**src/rtl/issue_exec_stage_divrem.sv**
```systemverilog
// Multi-cycle radix-2 restoring divide/remainder unit. It takes one op from the RS,
// iterates one bit per cycle, and holds the tagged result until the writeback grant.
module issue_exec_stage_divrem #(
  parameter int WIDTH      = 64,
  parameter int ROBsize    = 32,
  parameter int ROBsizeLog = $clog2(ROBsize + 1),
  parameter int CMD_W      = 10
) (
  input  logic                  clk_i,
  input  logic                  reset_i,
  input  logic                  flush_i,
  input  logic                  readyRS_i,
  output logic                  stallRS_o,
  input  logic [WIDTH-1:0]      reservationStationVal1_i,
  input  logic [WIDTH-1:0]      reservationStationVal2_i,
  input  logic [CMD_W-1:0]      reservationStationCommands_i,
  input  logic [ROBsizeLog-1:0] reservationStationTag_i,
  input  logic                  isSigned_i,
  input  logic                  wantRem_i,
  input  logic                  canGo_i,
  output logic                  valid_o,
  output logic [WIDTH-1:0]      executeVal_o,
  output logic [CMD_W-1:0]      executeCommands_o,
  output logic [ROBsizeLog-1:0] executeTag_o,
  output logic [3:0]            executeFlags_o
);
  // state | meaning
  // IDLE  | no op held; ready to accept
  // BUSY  | restoring iterations in progress, cnt counts down to 0
  // DONE  | result held on outputs until canGo_i
  typedef enum logic [1:0] {IDLE, BUSY, DONE} state_t;

  localparam int CNT_W = $clog2(WIDTH);
  localparam logic [WIDTH-1:0] MIN_V = {1'b1, {(WIDTH-1){1'b0}}};

  state_t state, state_nxt;
  logic accept, fast, div_zero, sgn_ovf;
  logic neg1, neg2;
  logic [WIDTH-1:0] mag1, mag2, fast_val;
  logic [WIDTH-1:0] dvd_q, dvs, rem;
  logic q_neg, r_neg, want_rem;
  logic [CNT_W-1:0] cnt;
  logic [WIDTH:0] rem_shift, diff;
  logic q_bit;
  logic [WIDTH-1:0] q_next, r_next, q_fix, r_fix, res;

  assign stallRS_o = reset_i | flush_i | ~((state == IDLE) | ((state == DONE) & canGo_i));
  assign accept    = readyRS_i & ~stallRS_o;
  assign valid_o   = (state == DONE);

  assign neg1     = isSigned_i & reservationStationVal1_i[WIDTH-1];
  assign neg2     = isSigned_i & reservationStationVal2_i[WIDTH-1];
  assign mag1     = neg1 ? -reservationStationVal1_i : reservationStationVal1_i;
  assign mag2     = neg2 ? -reservationStationVal2_i : reservationStationVal2_i;
  assign div_zero = (reservationStationVal2_i == '0);
  assign sgn_ovf  = isSigned_i & (reservationStationVal1_i == MIN_V) & (&reservationStationVal2_i);
  assign fast     = div_zero | sgn_ovf;
  assign fast_val = div_zero ? (wantRem_i ? reservationStationVal1_i : '1)
                             : (wantRem_i ? '0 : MIN_V);

  // dvd_q shifts the dividend out at the top while quotient bits enter at the bottom
  assign rem_shift = {rem, dvd_q[WIDTH-1]};
  assign diff      = rem_shift - {1'b0, dvs};
  assign q_bit     = ~diff[WIDTH];
  assign q_next    = {dvd_q[WIDTH-2:0], q_bit};
  assign r_next    = q_bit ? diff[WIDTH-1:0] : rem_shift[WIDTH-1:0];
  assign q_fix     = q_neg ? -q_next : q_next;
  assign r_fix     = r_neg ? -r_next : r_next;
  assign res       = want_rem ? r_fix : q_fix;

  always_ff @(posedge clk_i or posedge reset_i) begin
    if (reset_i) state <= IDLE;
    else         state <= state_nxt;
  end

  always_comb begin
    state_nxt = state;
    if (accept) begin
      state_nxt = fast ? DONE : BUSY;
    end else begin
      case (state)
        BUSY:    if (cnt == '0) state_nxt = DONE;
        DONE:    if (canGo_i) state_nxt = IDLE;
        default: state_nxt = state;
      endcase
    end
    if (flush_i) state_nxt = IDLE;
  end

  always_ff @(posedge clk_i or posedge reset_i) begin
    if (reset_i) begin
      dvd_q             <= '0;
      dvs               <= '0;
      rem               <= '0;
      cnt               <= '0;
      q_neg             <= 1'b0;
      r_neg             <= 1'b0;
      want_rem          <= 1'b0;
      executeVal_o      <= '0;
      executeCommands_o <= '0;
      executeTag_o      <= '0;
      executeFlags_o    <= '0;
    end else if (accept) begin
      dvd_q             <= mag1;
      dvs               <= mag2;
      rem               <= '0;
      cnt               <= CNT_W'(WIDTH - 1);
      q_neg             <= neg1 ^ neg2;
      r_neg             <= neg1;
      want_rem          <= wantRem_i;
      executeCommands_o <= reservationStationCommands_i;
      executeTag_o      <= reservationStationTag_i;
      if (fast) begin
        executeVal_o   <= fast_val;
        executeFlags_o <= {fast_val[WIDTH-1], fast_val == '0, sgn_ovf, div_zero};
      end
    end else if (state == BUSY && !flush_i) begin
      dvd_q <= q_next;
      rem   <= r_next;
      cnt   <= cnt - 1'b1;
      if (cnt == '0) begin
        executeVal_o   <= res;
        executeFlags_o <= {res[WIDTH-1], res == '0, 2'b00};
      end
    end
  end
endmodule

```
**config.mk**
```make
export PLATFORM = sky130hd
export DESIGN_NAME = issue_exec_stage_divrem
export DESIGN_NICKNAME = d
export VERILOG_FILES = /design/src/rtl/issue_exec_stage_divrem.sv
export SDC_FILE = /design/constraint.sdc
export NUM_CORES = 1
export LEC_CHECK = 0
export ABC_AREA = 0
export CORE_UTILIZATION = 30
export DETAILED_ROUTE_END_ITERATION = 12
export GPL_ROUTABILITY_DRIVEN = 0
export GPL_TIMING_DRIVEN = 0
export PLACE_DENSITY = 0.46
export SLEW_MARGIN = 20
export SYNTH_ARGS = -nofsm -noshare
export SYNTH_HDL_FRONTEND = slang
export SYNTH_SLANG_ARGS = --single-unit
```
**constraint.sdc**
```tcl
create_clock -name clk_i -period 29 [get_ports clk_i]
set_clock_uncertainty 0.05 [all_clocks]
set_input_delay 5.8 -clock clk_i [delete_from_list [all_inputs] [get_ports clk_i]]
set_output_delay 5.8 -clock clk_i [all_outputs]
set_load 0.01 [all_outputs]
```
# Word-level counts from Yosys, hierarchy flattened
# Cells that the tools add are included.
dict set report op_classes {
  add_sub_neg 6
  multipliers 0
  div_mod_pow 0
  magnitude_cmp 0
  eq_ne 6
  shift 0
  n_mux 29
  bitwise_logic 14
  reduce_logical 13
}
# op n
set ops {}
lappend ops {{64-bit two-way mux} 17}
lappend ops {{64-bit negation} 4}
lappend ops {{64-bit logical NOT} 3}
lappend ops {{65-bit by 64-bit subtractor with 65-bit output} 1}
lappend ops {{64-bit == test (second input constant)} 1}
lappend ops {{64-bit AND reduction} 1}
lappend ops {{4-bit two-way mux} 4}
lappend ops {{6-bit two-way mux} 2}
lappend ops {{2-bit two-way mux} 5}
lappend ops {{1-bit AND} 6}
lappend ops {{6-bit logical NOT} 1}
lappend ops {{3-bit AND reduction} 2}
lappend ops {{6-bit by 1-bit subtractor with 6-bit output (second input constant)} 1}
lappend ops {{4-bit by 3-bit inequality test with 1-bit output (second input constant)} 1}
lappend ops {{4-bit inequality test (second input constant)} 1}
lappend ops {{1-bit OR} 4}
lappend ops {{2-bit case mux with 2 select lines} 1}
lappend ops {{2-bit nonzero test} 2}
lappend ops {{4-bit nonzero test} 1}
lappend ops {{1-bit inverter} 3}
lappend ops {{2-bit by 1-bit == test with 1-bit output (second input constant)} 1}
lappend ops {{2-bit == test (second input constant)} 1}
lappend ops {{2-bit logical NOT} 1}
lappend ops {{2-bit by 1-bit inequality test with 1-bit output (second input constant)} 1}
lappend ops {{3 further kinds} 3}
dict set report totals {
  ff_bits 287
  latch_bits 0
  mem_bits_rw 0
  romBits 0
  inputBits 151
  output_inout_bits 86
  n_memories 0
}

# Longest topological paths before layout
dict set report depth {
  ltp_word 9
  depth_mapped 33
  ltp_nobuf 26
}

# Least setup slack after synthesis
# No wires, ideal clock.
dict set report synth_timing {
  path_kind {in2out}
  startpoint {input port canGo_i}
  endpoint {output port stallRS_o}
  arrival_ps 6524
  setup_slack_ps 16626
  cell_stages 3
  path_buffers 0
  cell_sequence {inv_1 > a2111oi_0 > inv_1}
}
dict set report synth_via {
  elab_chain_cells 4
}
# item line
set synth_rtl {}
lappend synth_rtl {{from (decl)} 20} ;# input logic canGo_i,
lappend synth_rtl {{1-bit AND} 47} ;# assign stallRS_o = reset_i | flush_i | ~((state == IDLE) | ((state == DONE) & canGo_i));
lappend synth_rtl {{1-bit OR} 47}
lappend synth_rtl {{1-bit inverter} 47}
lappend synth_rtl {{1-bit OR} 47}
lappend synth_rtl {{to (decl)} 13} ;# output logic stallRS_o,
# Every way passes these cells.

# Worst setup path in the final report
dict set report layout_timing {
  startpoint {input port reset_i}
  endpoint {output port stallRS_o}
}
dict set report layout_via {
  elab_chain_cells 2
}
# item line
set layout_rtl {}
lappend layout_rtl {{from (decl)} 10} ;# input logic reset_i,
lappend layout_rtl {{1-bit OR (2 in series)} 47}
# Every way passes these cells.

==> reports/metrics.cfg <==
[sta]
max_freq_ghz=0.0745
fin_crit_sh_pct=46.3
fin_setup_tns_ps=0
period_minus_slack_ps=13430
grt_setup_unrepaired=false
holdWs_ps=420
setup_slack_ps=15570
tightestPinTransition_ps=1230
setup_viol=0
hold_viol=0
slew_headroom_pct=18.2
drv_slew=0

[place]
dp_cells=4629
place_ws_ps=15560
dpl.hpwl_um=95500
numPortBuffers=235
placed_cell_area_um2=29000

[clock_tree]
cts_made_buffers=39
clockBufferDepth=3
post_cts_buffers=0
clock-sinks=286
hold_buffers=0
post_cts_resized=0
cts.reportedPaths.clkPinSlew_ps=50
cts_root_buffer=clkbuf_16
cts_htree_levels=2
clk_latency_ps=600
cts_tree=built

[logic_synthesis]
seq_area_frac_synth_pct=28.4
synth_cell_types=98
yosys_warnings=0
postSynth.asyncResetShare_pct=100
synth_compound_area_share_pct=27.4
muxShareOfSynthArea_pct=2.90
ys_ff_latch=286
synthesis.area_um2=25200
synthXorXnorAreaFrac_pct=9.56
synth-edff-count=0
yosys.area_share.adder_pct=3.56
synth_top_family_by_area=compound AO/OA/AOI/OAI gates
synth-simple-area-share_pct=23.0
synth.avg_cell_area_um2=7.58
syn-num-nets=3542
syn_inst=3320
synth_flop_cell=dfrtp_1

[detailed_routing]
drtIter0Drc=2826
drc=0
viasPerCell=5.86
ant_nets=0
wirelength_um=120000
first_pass_iters=7
via_count=27600
post_drt_wl_per_cell_um=25.5

[global_route]
grt_max_degree=87
antenna_found_initial=1
grt_overflow=0
grt_pass1_vias=26700
grtUsageTotal_pct=27.5
grt_pass1_wl_um=175000

[floorplan]
fp-row-count=105
start_util_pct=30.5
die_x_um=292
coreArea_um2=82500
dieArea_um2=85100
ios=237
die_h_um=292

[worst_setup_path]
cpMostUsedCell=clkdlybuf4s50_1
slowest_delay_ps=660
crit_path_max_fanout=3
worstSetupPathType=in -> out
cpMaxStageDelayCell=a2111oi_0
cp-start-kind=primary input
critPathCaptureType=primary output
required_ps=23150
crit_arrival_ps=7580
path_cells=clkdlybuf4s50_1 > a2111oi_0 > inv_1 > clkdlybuf4s50_1

[final_layout]
finish.utilization_pct=36.8
postLayoutCellArea_um2=30400
area_growth_pct=20.7
nets=3822
finalNonFillerCells=4701
drive_above_1_share_pct=4.93

[pwr]
p_leak_nw=12.0
max-vdd-ir-drop_mv=0.0386
total_power_mw=1.82
power_density_nw_per_um2=59.9

[worst_hold_path]
hp-class=reg -> reg

[flow_run]
maxCapViolCount=0

[run_status]
status=complete, no violations

==> sequential cells by signal, summed over array words and instances, names as in the netlist <==
register and count:
dvs 64, executeVal_o 64, rem 64, r_neg 1
executeTag_o 6, cnt 6, dvd_q 64, executeCommands_o 10
q_neg 1, want_rem 1, state 2, executeFlags_o 3
==> worst max-delay path, delay by kind of cell <==
family                 cells  cell delay, ps
buffers and inverters      3            1110
AOI/OAI and AO/OA          1             660
==> layout make-up <==
class	count	area, µm²
Sequential cell	286	7160
Multi-Input combinational cell	2699	16700
Clock buffer	50	1050
Buffer	226	902
Clock inverter	20	343
Tap cell	1070	1340
Timing Repair Buffer	239	2440
Inverter	109	417
Antenna cell	2	5.00
Fill cell	8918	52100
==> worst paths after layout <==
kind / startpoint / to / slack [ps] / cells after the start
setup reg to reg: dvd_q[63] / executeFlags_o[2] / 16460 / 33
hold reg to reg: executeVal_o[46] / executeVal_o[46] / 420 / 2
setup / recovery: reset_i / stallRS_o / 15570 / 4
hold / removal: executeVal_o[46] / executeVal_o[46] / 420 / 2
min in group asynchronous: reset_i / state[0] / 5680 / 2
max in group asynchronous: reset_i / dvs[58] / 21920 / 4
==> Yosys cell counts (7+ instances only) <==
library cell  instances  share of area [%]
nand2_1             398                5.9
o21ai_0             373                7.4
dfrtp_1             286                 28
nor2_1              283                4.2
a21oi_1             211                4.2
clkbuf_1            170                2.5
xnor2_1             143                5.0
xor2_1              130                4.5
nand3_1             108                2.1
inv_1               107                1.6
nor3_1               84                1.7
o211ai_1             72                2.1
ha_1                 70                3.5
a22oi_1              68                2.0
nand4_1              65                1.6
o31ai_1              62                1.8
a31oi_1              53                1.3
or3_1                48                1.2
mux2i_1              47                1.9
nor4_1               39               0.97
buf_2                37               0.74
or4_1                35                1.0
o41ai_1              30                1.0
o21a_1               27               0.81
a21o_1               22               0.66
nand2b_1             22               0.55
mux2_2               21               0.94
and2_1               19               0.47
a211oi_1             18               0.54
buf_1                18               0.27
o21bai_1             17               0.51
or2_2                17               0.42
and3_1               15               0.37
nor2b_1              13               0.32
and4_1                9               0.31
o211a_1               9               0.36
a221o_1               8               0.32
a221oi_1              8               0.28
a311oi_1              8               0.28
nand4b_1              8               0.28
o21ai_1               8               0.16
o31a_1                8               0.28
a2111oi_0             7               0.24
a211o_1               7               0.24
a21boi_0              7               0.21
==> report_power, final <==
group          switching (mW)  total (mW)  leakage [nW]  internal, mW
Combinational           0.486       0.748          7.56         0.262
Sequential             0.0675       0.523          3.76         0.455
Clock                   0.213       0.550         0.681         0.336
Total                   0.767        1.82          12.0          1.05
==> cell usage in the layout (no fill, tap or decap), types with 106 or more instances in the layout <==
cell type          n
inv_1            106
o21ai_0          373
dfrtp_1          286
clkdlybuf4s50_1  235
a21oi_1          211
nand3_1          108
xnor2_1          143
nand2_1          398
nor2_1           283
xor2_1           130
clkbuf_1         175
==> routing by layer <==
metal	vias to the layer above	track usage [%]	routed length (µm)
met3	178	4.85	9130
met2	1102	44.1	54500
met1	13500	36.6	51500
met5	-	0	0
li1	12700	-	-
met4	0	10.4	4670
==> logic make-up (layout without fill, tap and decap cells) <==
group,Yosys count,count (layout)
AND/OR/NAND/NOR,1200,1200
AO/OA/AOI/OAI,1085,1085
buffers and inverters,335,644
flip-flops,286,286
XOR/XNOR,274,274
adder cells (fa/ha/maj),71,71
multiplexers,69,69
other,0,2
(Power assumes the default switching activity.)
